--- src/rtl/ddr_arb_pkg.sv ---
// Shared encodings for the DDR read-channel arbiter: mux select codes, requester indices, FSM states.
package ddr_arb_pkg;

    localparam logic [1:0] SW_IDLE    = 2'd0;
    localparam logic [1:0] SW_WEIGHTS = 2'd1;
    localparam logic [1:0] SW_BIAS    = 2'd2;
    localparam logic [1:0] SW_DATA    = 2'd3;

    localparam logic [1:0] REQ_WEIGHTS = 2'd0;
    localparam logic [1:0] REQ_BIAS    = 2'd1;
    localparam logic [1:0] REQ_DATA    = 2'd2;

    typedef enum logic [1:0] {
        ST_IDLE,
        ST_WAIT_CONF,
        ST_XFER,
        ST_RELEASE
    } arb_state_e;

    function automatic logic [1:0] oh_to_idx(input logic [2:0] oh);
        case (oh)
            3'b010:  return REQ_BIAS;
            3'b100:  return REQ_DATA;
            default: return REQ_WEIGHTS;
        endcase
    endfunction

    function automatic logic [1:0] idx_to_sw(input logic [1:0] idx);
        case (idx)
            REQ_WEIGHTS: return SW_WEIGHTS;
            REQ_BIAS:    return SW_BIAS;
            REQ_DATA:    return SW_DATA;
            default:     return SW_IDLE;
        endcase
    endfunction

endpackage

--- src/rtl/rr_pick3.sv ---
// Combinational 3-way round-robin picker: first set request at or above ptr_i, searching upward mod 3.
module rr_pick3 (
    input  logic [2:0] req_i,
    input  logic [1:0] ptr_i,
    output logic [2:0] pick_o,
    output logic       valid_o
);

    logic [2:0] rot;
    logic [2:0] rpick;

    // Rotate so bit 0 is the pointer position, fixed-priority pick, rotate back.
    always_comb begin
        case (ptr_i)
            2'd1:    rot = {req_i[0], req_i[2:1]};
            2'd2:    rot = {req_i[1:0], req_i[2]};
            default: rot = req_i;
        endcase

        if (rot[0])      rpick = 3'b001;
        else if (rot[1]) rpick = 3'b010;
        else if (rot[2]) rpick = 3'b100;
        else             rpick = 3'b000;

        case (ptr_i)
            2'd1:    pick_o = {rpick[1:0], rpick[2]};
            2'd2:    pick_o = {rpick[0], rpick[2:1]};
            default: pick_o = rpick;
        endcase

        valid_o = |req_i;
    end

endmodule

--- src/rtl/ddr_rd_arbiter.sv ---
// Round-robin owner of the shared DDR read channel; snoops conf/len/pops to release after each burst.
// Optional stall watchdog enabled by defining DDR_ARB_WATCHDOG_EN.
module ddr_rd_arbiter
    import ddr_arb_pkg::*;
#(
    parameter int SINGLE_LEN  = 20,
    parameter int WDOG_CYCLES = 65535
) (
    input  logic                  clk,
    input  logic                  rst,
    input  logic [2:0]            req,
    output logic [2:0]            gnt,
    output logic [2:0]            done,
    output logic [1:0]            switch,
    input  logic                  ddr_conf,
    input  logic [SINGLE_LEN-1:0] ddr_len,
    input  logic                  ddr_fifo_req,
    input  logic                  ddr_fifo_empty,
    output logic                  err
);

    arb_state_e            state_q, state_d;
    logic [2:0]            gnt_q, gnt_d;
    logic [2:0]            done_q, done_d;
    logic [1:0]            sw_q, sw_d;
    logic [1:0]            sel_q, sel_d;
    logic [1:0]            rr_q, rr_d;
    logic [SINGLE_LEN-1:0] cnt_q, cnt_d;
    logic [SINGLE_LEN-1:0] len_q, len_d;
    logic                  err_q, err_d;
    logic [2:0]            pick;
    logic                  pick_vld;
    logic                  pop;

`ifdef DDR_ARB_WATCHDOG_EN
    localparam int WD_W = $clog2(WDOG_CYCLES + 1);
    logic [WD_W-1:0] wdog_q, wdog_d;
`else
    logic unused_wdog_cfg;
    assign unused_wdog_cfg = |WDOG_CYCLES;
`endif

    assign pop = ddr_fifo_req & ~ddr_fifo_empty;

    rr_pick3 u_pick (
        .req_i   (req),
        .ptr_i   (rr_q),
        .pick_o  (pick),
        .valid_o (pick_vld)
    );

    always_comb begin
        state_d = state_q;
        gnt_d   = gnt_q;
        sw_d    = sw_q;
        done_d  = '0;
        sel_d   = sel_q;
        rr_d    = rr_q;
        cnt_d   = cnt_q;
        len_d   = len_q;
        err_d   = err_q;
`ifdef DDR_ARB_WATCHDOG_EN
        wdog_d  = '0;
`endif

        case (state_q)
            ST_IDLE: begin
                if (pick_vld) begin
                    gnt_d   = pick;
                    sel_d   = oh_to_idx(pick);
                    sw_d    = idx_to_sw(oh_to_idx(pick));
                    state_d = ST_WAIT_CONF;
                end
            end
            ST_WAIT_CONF: begin
                if (ddr_conf) begin
                    len_d = ddr_len;
                    cnt_d = '0;
                    if (ddr_len == '0) begin
                        state_d = ST_RELEASE;
                        gnt_d   = '0;
                        sw_d    = SW_IDLE;
                        done_d  = gnt_q;
                    end else begin
                        state_d = ST_XFER;
                    end
                end else if (~|(req & gnt_q)) begin
                    state_d = ST_IDLE;
                    gnt_d   = '0;
                    sw_d    = SW_IDLE;
                end
            end
            ST_XFER: begin
                // switch is registered, so the final pop still sees the mux routed this cycle.
                if (pop) begin
                    cnt_d = cnt_q + SINGLE_LEN'(1);
                    if (cnt_q == len_q - SINGLE_LEN'(1)) begin
                        state_d = ST_RELEASE;
                        gnt_d   = '0;
                        sw_d    = SW_IDLE;
                        done_d  = gnt_q;
                    end
                end
            end
            ST_RELEASE: begin
                rr_d    = (sel_q == REQ_DATA) ? REQ_WEIGHTS : sel_q + 2'd1;
                state_d = ST_IDLE;
            end
            default: state_d = ST_IDLE;
        endcase

`ifdef DDR_ARB_WATCHDOG_EN
        if ((state_q == ST_WAIT_CONF || state_q == ST_XFER) && state_d == state_q && !pop) begin
            if (wdog_q == WD_W'(WDOG_CYCLES - 1)) begin
                err_d   = 1'b1;
                state_d = ST_RELEASE;
                gnt_d   = '0;
                sw_d    = SW_IDLE;
                done_d  = '0;
            end else begin
                wdog_d = wdog_q + WD_W'(1);
            end
        end
`endif
    end

    always_ff @(posedge clk) begin
        if (rst) begin
            state_q <= ST_IDLE;
            gnt_q   <= '0;
            done_q  <= '0;
            sw_q    <= SW_IDLE;
            sel_q   <= REQ_WEIGHTS;
            rr_q    <= REQ_WEIGHTS;
            cnt_q   <= '0;
            len_q   <= '0;
            err_q   <= 1'b0;
        end else begin
            state_q <= state_d;
            gnt_q   <= gnt_d;
            done_q  <= done_d;
            sw_q    <= sw_d;
            sel_q   <= sel_d;
            rr_q    <= rr_d;
            cnt_q   <= cnt_d;
            len_q   <= len_d;
            err_q   <= err_d;
        end
    end

`ifdef DDR_ARB_WATCHDOG_EN
    always_ff @(posedge clk) begin
        if (rst) wdog_q <= '0;
        else     wdog_q <= wdog_d;
    end
    assign err = err_q;
`else
    assign err = 1'b0;
`endif

    assign gnt    = gnt_q;
    assign done   = done_q;
    assign switch = sw_q;

endmodule
--- config.mk ---
export PLATFORM = sky130hd
export DESIGN_NAME = ddr_rd_arbiter
export DESIGN_NICKNAME = d
export VERILOG_FILES = /design/src/rtl/ddr_arb_pkg.sv /design/src/rtl/rr_pick3.sv /design/src/rtl/ddr_rd_arbiter.sv
export SDC_FILE = /design/constraint.sdc
export NUM_CORES = 1
export LEC_CHECK = 0
export BUFFER_PORTS_ARGS = -buffer_cell sky130_fd_sc_hd__buf_2
export CAP_MARGIN = 10
export CORE_ASPECT_RATIO = 1.5
export CORE_UTILIZATION = 38
export DETAILED_ROUTE_END_ITERATION = 10
export HOLD_SLACK_MARGIN = 0.05
export SYNTH_ARGS = -nofsm -noshare
export SYNTH_HDL_FRONTEND = slang
export SYNTH_SLANG_ARGS = --single-unit
--- constraint.sdc ---
create_clock -name clk -period 2.6 [get_ports clk]
set_input_delay 0.26 -clock clk [delete_from_list [all_inputs] [get_ports clk]]
set_output_delay 0.26 -clock clk [all_outputs]
set_load 0.01 [all_outputs]
==> results of run 1 <==
## layout make-up
| cell class | instances | area, um^2 |
|---|---|---|
| Fill cell | 812 | 4123 |
| Multi-Input combinational cell | 322 | 2092 |
| Tap cell | 105 | 131.4 |
| Inverter | 15 | 56.30 |
| Clock buffer | 6 | 128.9 |
| Sequential cell | 54 | 1085 |
| Timing Repair Buffer | 73 | 475.5 |
| Clock inverter | 2 | 16.27 |
## power by group
part	switching [mW]	leakage (nW)	internal [mW]
sequential	0.0565	0.439	0.888
combinational	0.607	1.06	0.552
clock	0.314	0.0675	0.362
## path summary, 6_finish.rpt
check                          from  slack, ns                       to
min reg2reg  len_q[19]$_SDFFE_PP0P_       0.47   len_q[19]$_SDFFE_PP0P_
max reg2reg   len_q[5]$_SDFFE_PP0P_       0.04  state_q[0]$_SDFFE_PP0P_
max           len_q[5]$_SDFFE_PP0P_       0.04  state_q[0]$_SDFFE_PP0P_
min                      ddr_len[5]       0.20    len_q[5]$_SDFFE_PP0P_
## critical path: cells and delay by family, from the launching register on
family | cells | cell delay (ns)
flops | 1 | 0.33
simple gates | 4 | 1.46
buf+inv | 1 | 0.18
compound gates | 3 | 0.47
## what timing repair did
action,CTS,global route
cloned,0,1
setup endpoints to repair,4,9
setup buffers,0,3
pin swaps,2,9
resized for setup,2,12
hold buffers,0,0
## state kept, by name, indices dropped and copies added, names as in the netlist, named ones only
name,flops
cnt_q,20
len_q,20
switch,2
sel_q,2
state_q,1
rr_q,2
gnt,3
done,3
## layer usage
layer	global-route usage, %	vias to the layer above
met5	0	-
met4	9.434	0
met3	3.187	23
met2	38.75	62
met1	20.91	1452
li1	-	1558
## metrics by stage
stage | power (mW) | instance area, um^2
2_1_floorplan | 1.686 | 3247
3_3_place_gp | 2.020 | 3745
3_5_place_dp | 2.026 | 3745
4_1_cts | 2.711 | 3899
5_1_grt | 2.938 | 3985
6_report | 2.780 | 3985
## logic make-up after synthesis
logic type / Yosys count / share of synthesized area (%)
buffers and inverters: 31 / 3.783
AOI/OAI and AO/OA: 67 / 13.42
DFF: 54 / 33.70
other: 1 / 0.1169
and+or+nand+nor: 197 / 31.47
adders and majority gates: 8 / 3.120
muxes: 12 / 4.290
xor gates and xnor gates: 37 / 10.10
## cells in the final DEF, fill, tap and decap left out, types with 8 or more instances in the layout
master and count:
nor4_1 8, nand3_1 8, a21oi_1 34, nor2_1 40
inv_1 15, dfxtp_1 51, xnor2_1 17, nand2_1 60
buf_2 35, nand4_1 14, buf_4 34, nand2b_1 8
xor2_1 20, nor2b_1 8, nor3_1 17
==> impl_metrics.py, run 1 <==
metrics = {
    "sta": {
        "timing.final.crit_share_pct": 98.36,
        "finalHoldViolCount": 0,
        "worst_pin_slew_ns": 0.6202,
        "timing.hold.ws_ns": 0.2014,
        "clock_skew_ns": 0.008263,
        "setup_violations": 0,
        "fmaxAchievable_mhz": 391.0,
        "setup-tns-final_ns": 0,
        "period_needed_ns": 2.557,
        "slew_viol_final": 0,
        "max-slew-margin-rel_pct": 58.65,
        "rsz0062_at_grt": "true",
        "worst_slack_ns": 0.04274,
    },
    "floorplan": {
        "io_pins": 37,
        "fp.coreArea_mm2": 0.008108,
        "num_rows": 40,
        "die_area_mm2": 0.008821,
        "die_w_um": 77.02,
        "initial_utilization_pct": 39.57,
        "fp.dieH_um": 114.5,
    },
    "critical_path": {
        "worstPathCellList": "or4_4 -> or4_1 -> nand3_1 -> o22ai_2 -> nor4_4 -> buf_4 -> a21oi_2 -> o311a_1",
        "slowest_delay_ns": 0.59,
        "cp-start-kind": "flop",
        "worstSetupPathType": "reg -> reg",
        "ff2ff_path_depth": 8,
        "crit_required_ns": 2.79,
        "critPathArrivalTime_ns": 2.75,
        "cp-end-kind": "flop",
        "cp_slowest_cell": "or4_4",
        "path_max_fanout": 5,
    },
    "synthesis": {
        "synth_fp_nets": 443,
        "synth_most_common_cell": "nand2_1",
        "synth_flop_cell": "dfxtp_1",
        "synthArstFlopShare_pct": 0,
        "synth-seq-cells": 54,
        "yosys_warnings": 0,
        "synth_top_area_share_pct": 33.70,
        "syn-instance-count": 407,
        "yosysTopAreaCell": "dfxtp_1",
        "synth_edf_count": 0,
        "synth_area_mm2": 0.003208,
        "ys_types": 55,
        "postSynthAreaPerCell_um2": 7.882,
        "synth.area.top_cells": "dfxtp_1 (34%), nand2_1 (7.1%), xor2_1 (5.5%)",
        "yosysSeqAreaShare_pct": 33.70,
        "yosys-top-cells-count": "nand2_1 (61), dfxtp_1 (54), nor2_1 (40)",
    },
    "global_route": {
        "first_global_vias": 2896,
        "grt_pass1_wl_um": 13850,
        "antenna_found_initial": 0,
        "track_usage_pct": 20.08,
        "overflow": 0,
        "grt_max_degree": 35,
    },
    "route": {
        "dr.pass1.iters": 4,
        "ant_nets": 0,
        "drc": 0,
        "num_vias": 3095,
        "drt_iter0_markers": 141,
        "via_per_inst": 5.364,
        "wl_met3_um": 228,
        "finalWirelength_um": 8559,
        "avgRoutedWirePerCell_um": 14.83,
        "met1Wirelength_um": 3323,
        "dr.max_layer_used": "met4",
        "route.met2.wl_um": 4651,
    },
    "final_layout": {
        "fin_cells": 577,
        "fin_util_pct": 49.15,
        "antennaDiodeCount": 0,
        "fin_nets": 507,
        "drive_gt1_share_pct": 22.67,
        "area_growth_pct": 24.22,
    },
    "cts": {
        "cts_buffers": 5,
        "htree_levels": 2,
        "clock-root-buffer": "clkbuf_16",
        "clk_latency_ns": 0.30,
        "cts.sinks": 54,
        "cts_tree": "built",
        "clockBufferDepth": 2,
        "cts.reportedPaths.clkPinSlew_ns": 0.07,
    },
    "pwr": {
        "p_per_area_mw_per_mm2": 697.6,
        "leakagePower_nw": 1.565,
        "vdd_drop_max_mv": 0.3893,
    },
    "place": {
        "place_inst": 566,
        "gp_congestion": 0.8858,
        "pre_cts_slack_ns": 0.01005,
        "portBuffers": 35,
        "dp_hpwl_um": 6719,
    },
    "min_path": {
        "hp-class": "in -> reg",
        "whs_path_depth": 3,
    },
    "run": {
        "cap_violations": 0,
    },
    "outcome": {
        "status": "finished clean",
    },
}
Power figures use the tool's default switching activity.
==> run 2, diff against run 1 <==
--- a/config.mk
+++ b/config.mk
@@ -5,6 +5,7 @@
 export SDC_FILE = /design/constraint.sdc
 export NUM_CORES = 1
 export LEC_CHECK = 0
+export ABC_AREA = 1
 export BUFFER_PORTS_ARGS = -buffer_cell sky130_fd_sc_hd__buf_2
 export CAP_MARGIN = 10
 export CORE_ASPECT_RATIO = 1.5
==> impl_metrics.py, run 2 <==
metrics = {
    "cts": {
        "cts_hold_buf": 0,
        "clock-root-buffer": "clkbuf_16",
        "cts_tree": "built",
        "cts.reportedPaths.clkPinSlew_ns": 0.07,
        "cts.sinks": 54,
        "clockBufferDepth": 2,
        "htree_levels": 2,
        "clk_latency_ns": 0.30,
        "cts_buffers": 5,
    },
    "synthesis": {
        "synth_top_area_share_pct": 31.76,
        "postSynthAreaPerCell_um2": 6.188,
        "ys_types": 33,
        "synthArstFlopShare_pct": 0,
        "synth_edf_count": 0,
        "synth_most_common_cell": "nand2_1",
        "yosysSeqAreaShare_pct": 31.76,
        "synth_flop_cell": "dfxtp_1",
        "synth_fp_nets": 586,
        "yosys_warnings": 0,
        "yosysTopAreaCell": "dfxtp_1",
        "synth.area.top_cells": "dfxtp_1 (32%), nand2_1 (15%), nor2_1 (10%)",
        "synth-seq-cells": 54,
        "synth_area_mm2": 0.003403,
        "syn-instance-count": 550,
        "yosys-top-cells-count": "nand2_1 (134), nor2_1 (92), inv_1 (71)",
    },
    "critical_path": {
        "cp-end-kind": "flop",
        "crit_path_frequent_cell": "nor2_2",
        "ff2ff_path_depth": 12,
        "worstSetupPathType": "reg -> reg",
        "r2r_start": "state_q[0]$_SDFFE_PP0P_",
        "path_buf_inv": 2,
        "crit_required_ns": 2.80,
        "critPathArrivalTime_ns": 2.51,
        "cp_slowest_cell": "dfxtp_1",
        "regToRegEndpoint": "cnt_q[16]$_SDFFE_PP0P_",
        "slowest_delay_ns": 0.34,
        "r2r_slack_ns": 0.29,
        "path_max_fanout": 6,
        "cp-start-kind": "flop",
        "crit_family": "simple AND/OR/NAND/NOR gates",
        "worstPathCellList": "inv_1 -> ha_4 -> inv_2 -> o21ai_2 -> nand4_1 -> nor2_2 -> nand3_1 -> nor2_2 -> nand2_2 -> nor2_2 -> nand2_1 -> a221oi_1",
    },
    "final_layout": {
        "mostFrequentLayoutCells": "nand2_1 (134), nor2_1 (92), inv_1 (71)",
        "fin_nets": 622,
        "multi_input_area_mm2": 0.002019,
        "largestRegisters": "cnt_q (20), len_q (20)",
        "antennaDiodeCount": 0,
        "final_common_cell": "nand2_1",
        "regArea_mm2": 0.001082,
        "fin_area_mm2": 0.003880,
        "fill_cells": 910,
        "area_growth_pct": 14.01,
        "drive_gt1_share_pct": 12.44,
    },
    "outcome": {
        "status": "finished clean",
    },
    "route": {
        "drt_iter0_markers": 172,
        "ant_nets": 0,
        "via_per_inst": 5.066,
        "dr.pass1.iters": 5,
        "num_vias": 3516,
        "finalWirelength_um": 9178,
        "drc": 0,
        "avgRoutedWirePerCell_um": 13.22,
    },
    "pwr": {
        "leakagePower_nw": 1.806,
        "p_total_mw": 3.886,
        "vdd_drop_max_mv": 0.5434,
        "p_per_area_mw_per_mm2": 1002,
    },
    "place": {
        "pre_cts_slack_ns": 0.2417,
        "dp_hpwl_um": 7418,
        "gp_congestion": 0.8857,
        "placed_area_mm2": 0.003690,
        "portBuffers": 35,
    },
    "floorplan": {
        "fp.dieH_um": 117.9,
        "initial_utilization_pct": 39.73,
        "fp.coreArea_mm2": 0.008567,
        "die_area_mm2": 0.009346,
        "io_pins": 37,
        "num_rows": 41,
        "die_w_um": 79.27,
    },
    "min_path": {
        "whs_path_depth": 2,
        "hp-class": "in -> reg",
        "whs_endpoint": "rr_q[0]$_SDFFE_PP0N_",
        "hp-start": "rst",
    },
    "global_route": {
        "grt_pass1_wl_um": 15530,
        "antenna_found_initial": 0,
        "first_global_vias": 3449,
        "overflow": 0,
        "track_usage_pct": 21.37,
        "grt_max_degree": 33,
    },
    "sta": {
        "timing.hold.ws_ns": 0.2085,
        "slew_viol_final": 0,
        "fmaxAchievable_mhz": 432.3,
        "worst_pin_slew_ns": 0.8370,
        "finalHoldViolCount": 0,
        "setup-tns-final_ns": 0,
        "clock_skew_ns": 0.007747,
        "setup_violations": 0,
        "max-slew-margin-rel_pct": 44.14,
        "timing.final.crit_share_pct": 88.98,
        "period_needed_ns": 2.313,
        "rsz0062_at_grt": "false",
        "worst_slack_ns": 0.2866,
    },
    "run": {
        "cap_violations": 0,
    },
}
## run 2: changes by cell type after synthesis, moves of 13 or more
| cell | change |
|---|---|
| inv_1 | +56 |
| nand2_1 | +73 |
| nand3_1 | +21 |
| nor2_1 | +52 |
| nor3_1 | -13 |
| o21ai_0 | +37 |
| xor2_1 | -14 |
## run 2: repair_timing
action                                  4_1_cts  5_1_grt
endpoints found under the setup margin        0        2
buffers inserted                              0        1
resized for setup                             0        3
## run 2: worst max-delay path by stage
stage | startpoint | endpoint | slack, ns | cells after the start
final | state_q[0]$_SDFFE_PP0P_ | cnt_q[16]$_SDFFE_PP0P_ | 0.29 | 12
after global routing | rr_q[0]$_SDFFE_PP0N_ | switch[1]$_SDFFE_PP0P_ | 0.007 | 11
after CTS | state_q[0]$_SDFFE_PP0P_ | cnt_q[16]$_SDFFE_PP0P_ | 0.18 | 12
after detailed placement | state_q[0]$_SDFFE_PP0P_ | cnt_q[16]$_SDFFE_PP0P_ | 0.24 | 12
after global placement | state_q[0]$_SDFFE_PP0P_ | cnt_q[16]$_SDFFE_PP0P_ | 0.27 | 12
after floorplan | state_q[0]$_SDFFE_PP0P_ | cnt_q[19]$_SDFFE_PP0P_ | 0.60 | 15
## run 2: per-layer routing
layer | global-route usage, % | part of all wire (%) | up-vias
li1 | - | - | 1830
met1 | 21.26 | 38 | 1583
met2 | 40.25 | 54 | 74
met3 | 3.256 | 3.4 | 29
met4 | 12.50 | 5.1 | 0
met5 | 0 | 0 | -
## run 2: area by class of cell
cell class,count,area share (%)
Clock buffer,5,3.225
Clock inverter,3,1.129
Inverter,74,7.159
Tap cell,107,3.450
Timing Repair Buffer,38,5.095
Sequential cell,54,27.89
Multi-Input combinational cell,413,52.05
## run 2: stage by stage
stage	utilization, %	instances
6_report	45.29	694
5_1_grt	45.29	694
4_1_cts	45.04	693
3_5_place_dp	43.07	685
3_3_place_gp	43.07	685
2_1_floorplan	-	550
## run 2: logic make-up after synthesis
kind of cell | synth area share, %
compound gates | 14.56
xor+xnor | 2.831
fa+ha+maj | 2.941
buf+inv | 9.265
flops | 31.76
other cells | 0.1102
simple gates | 38.53
## run 2: power by group
| group | total [mW] | internal [mW] | switching (mW) |
|---|---|---|---|
| Combinational | 1.97 | 0.683 | 1.29 |
| Clock | 0.779 | 0.457 | 0.322 |
| Sequential | 1.14 | 0.977 | 0.163 |
==> run 3, diff against run 2 <==
--- a/config.mk
+++ b/config.mk
@@ -9,7 +9,7 @@
 export BUFFER_PORTS_ARGS = -buffer_cell sky130_fd_sc_hd__buf_2
 export CAP_MARGIN = 10
 export CORE_ASPECT_RATIO = 1.5
-export CORE_UTILIZATION = 38
+export CORE_UTILIZATION = 40
 export DETAILED_ROUTE_END_ITERATION = 10
 export HOLD_SLACK_MARGIN = 0.05
 export SYNTH_ARGS = -nofsm -noshare
==> impl_metrics.py, run 3 (synthesized netlist as in run 2, its figures left out) <==
metrics = {
    "outcome": {
        "status": "finished clean",
    },
    "sta": {
        "finalHoldViolCount": 0,
        "clock_skew_ns": 0.005625,
        "fmaxAchievable_mhz": 419.3,
        "period_needed_ns": 2.385,
        "setup_violations": 0,
        "slew_viol_final": 0,
        "timing.hold.ws_ns": 0.2029,
        "worst_pin_slew_ns": 0.8087,
        "timing.final.crit_share_pct": 91.72,
        "setup-tns-final_ns": 0,
        "worst_slack_ns": 0.2153,
        "max-slew-margin-rel_pct": 46.03,
        "rsz0062_at_grt": "false",
    },
    "cts": {
        "clock-root-buffer": "clkbuf_16",
        "cts.sinks": 54,
        "cts_buffers": 5,
        "htree_levels": 2,
        "clockBufferDepth": 2,
        "clk_latency_ns": 0.30,
        "post_cts_buffers": 0,
        "cts.reportedPaths.clkPinSlew_ns": 0.07,
        "cts_tree": "built",
    },
    "floorplan": {
        "fp.coreArea_mm2": 0.008108,
        "die_w_um": 77.32,
        "io_pins": 37,
        "fp.dieH_um": 115.0,
        "num_rows": 40,
        "initial_utilization_pct": 41.98,
        "die_area_mm2": 0.008889,
    },
    "route": {
        "num_vias": 3446,
        "dr.pass1.iters": 4,
        "via_per_inst": 4.987,
        "drc": 0,
        "drt_iter0_markers": 201,
        "ant_nets": 0,
        "finalWirelength_um": 9058,
        "avgRoutedWirePerCell_um": 13.11,
    },
    "final_layout": {
        "fin_nets": 621,
        "regArea_mm2": 0.001081,
        "fill_cells": 869,
        "mostFrequentLayoutCells": "nand2_1 (134), nor2_1 (92), inv_1 (71)",
        "drive_gt1_share_pct": 12.12,
        "final_common_cell": "nand2_1",
        "fin_util_pct": 47.65,
        "largestRegisters": "cnt_q (20), len_q (20)",
        "area_growth_pct": 13.53,
        "multi_input_area_mm2": 0.002009,
        "antennaDiodeCount": 0,
    },
    "place": {
        "dp_hpwl_um": 7439,
        "portBuffers": 35,
        "gp_congestion": 0.9129,
        "pre_cts_slack_ns": 0.2284,
    },
    "global_route": {
        "antenna_found_initial": 0,
        "met1_usage_pct": 22.11,
        "grtUsageMet2_pct": 44.54,
        "overflow": 0,
        "grt_pass1_wl_um": 15480,
        "grt_max_degree": 33,
        "grt-busiest-layer": "met2",
        "track_usage_pct": 22.23,
        "first_global_vias": 3329,
        "use_met3_pct": 3.175,
    },
    "critical_path": {
        "critPathArrivalTime_ns": 2.63,
        "path_max_fanout": 7,
        "worstSetupPathType": "reg -> reg",
        "crit_required_ns": 2.84,
        "cp-start-kind": "flop",
        "cp-end-kind": "flop",
    },
    "run": {
        "cap_violations": 0,
    },
    "pwr": {
        "vdd_drop_max_mv": 0.4664,
        "leakagePower_nw": 1.797,
        "p_per_area_mw_per_mm2": 1007,
    },
    "min_path": {
        "hp-class": "in -> reg",
    },
}
[run 3: changes by cell type in the layout (fill, tap and decap cells not counted), sizes merged]
cell	change
clkinvlp	+1
buf	-1
clkinv	-1
[run 3: metal layers]
metal	share of wire, %	up-vias	routed length, um
li1	-	1820	-
met1	39	1559	3526
met2	55	50	4995
met3	2.7	17	242
met4	3.2	0	294
met5	0	-	0
[run 3: worst paths after layout]
path,start,to,slack [ns],cells after the start
hold / removal,rst,rr_q[0]$_SDFFE_PP0N_,0.20,2
hold reg to reg,gnt[1]$_SDFFE_PP0P_,done[1]$_SDFF_PP0_,0.48,2
setup reg to reg,rr_q[0]$_SDFFE_PP0N_,switch[1]$_SDFFE_PP0P_,0.22,11
setup / recovery,rr_q[0]$_SDFFE_PP0N_,switch[1]$_SDFFE_PP0P_,0.22,11
[run 3: area by class of cell]
class / count / area share, %
tap: 105 / 3.400
multi-input combinational: 413 / 52.01
clock buffer: 5 / 3.238
sequential: 54 / 27.98
inverter: 74 / 7.189
timing repair buffer: 37 / 4.922
clock inverter: 3 / 1.263
[run 3: what timing repair did]
item	4_1_cts	5_1_grt
hold buffers	0	0
gates resized for setup	0	2
hold endpoints to repair	0	0
endpoints found under the setup margin	0	5
[run 3: worst max-delay path: stages, from the launching register on]
cell and delay [ns]:
dfxtp_1 0.36, inv_1 0.05, ha_1 0.35, inv_1 0.20, nand3_1 0.10, o21ai_1 0.14
nand3_1 0.12, o21ai_0 0.34, nand3_1 0.21, a21oi_1 0.27, nor2_1 0.06, nor2_1 0.10
[run 3: metrics by stage]
step	cells	cell area (um^2)	total power [mW]
after floorplan	550	3403	2.638
after global placement	683	3687	3.087
after detailed placement	683	3687	3.121
after CTS	691	3861	3.919
after global routing	691	3864	4.303
final	691	3864	3.892
[run 3: power by group]
group	total (mW)	switching, mW	internal, mW
Sequential	1.13	0.157	0.976
Combinational	1.97	1.29	0.678
Clock	0.793	0.331	0.462
Total	3.89	1.78	2.12
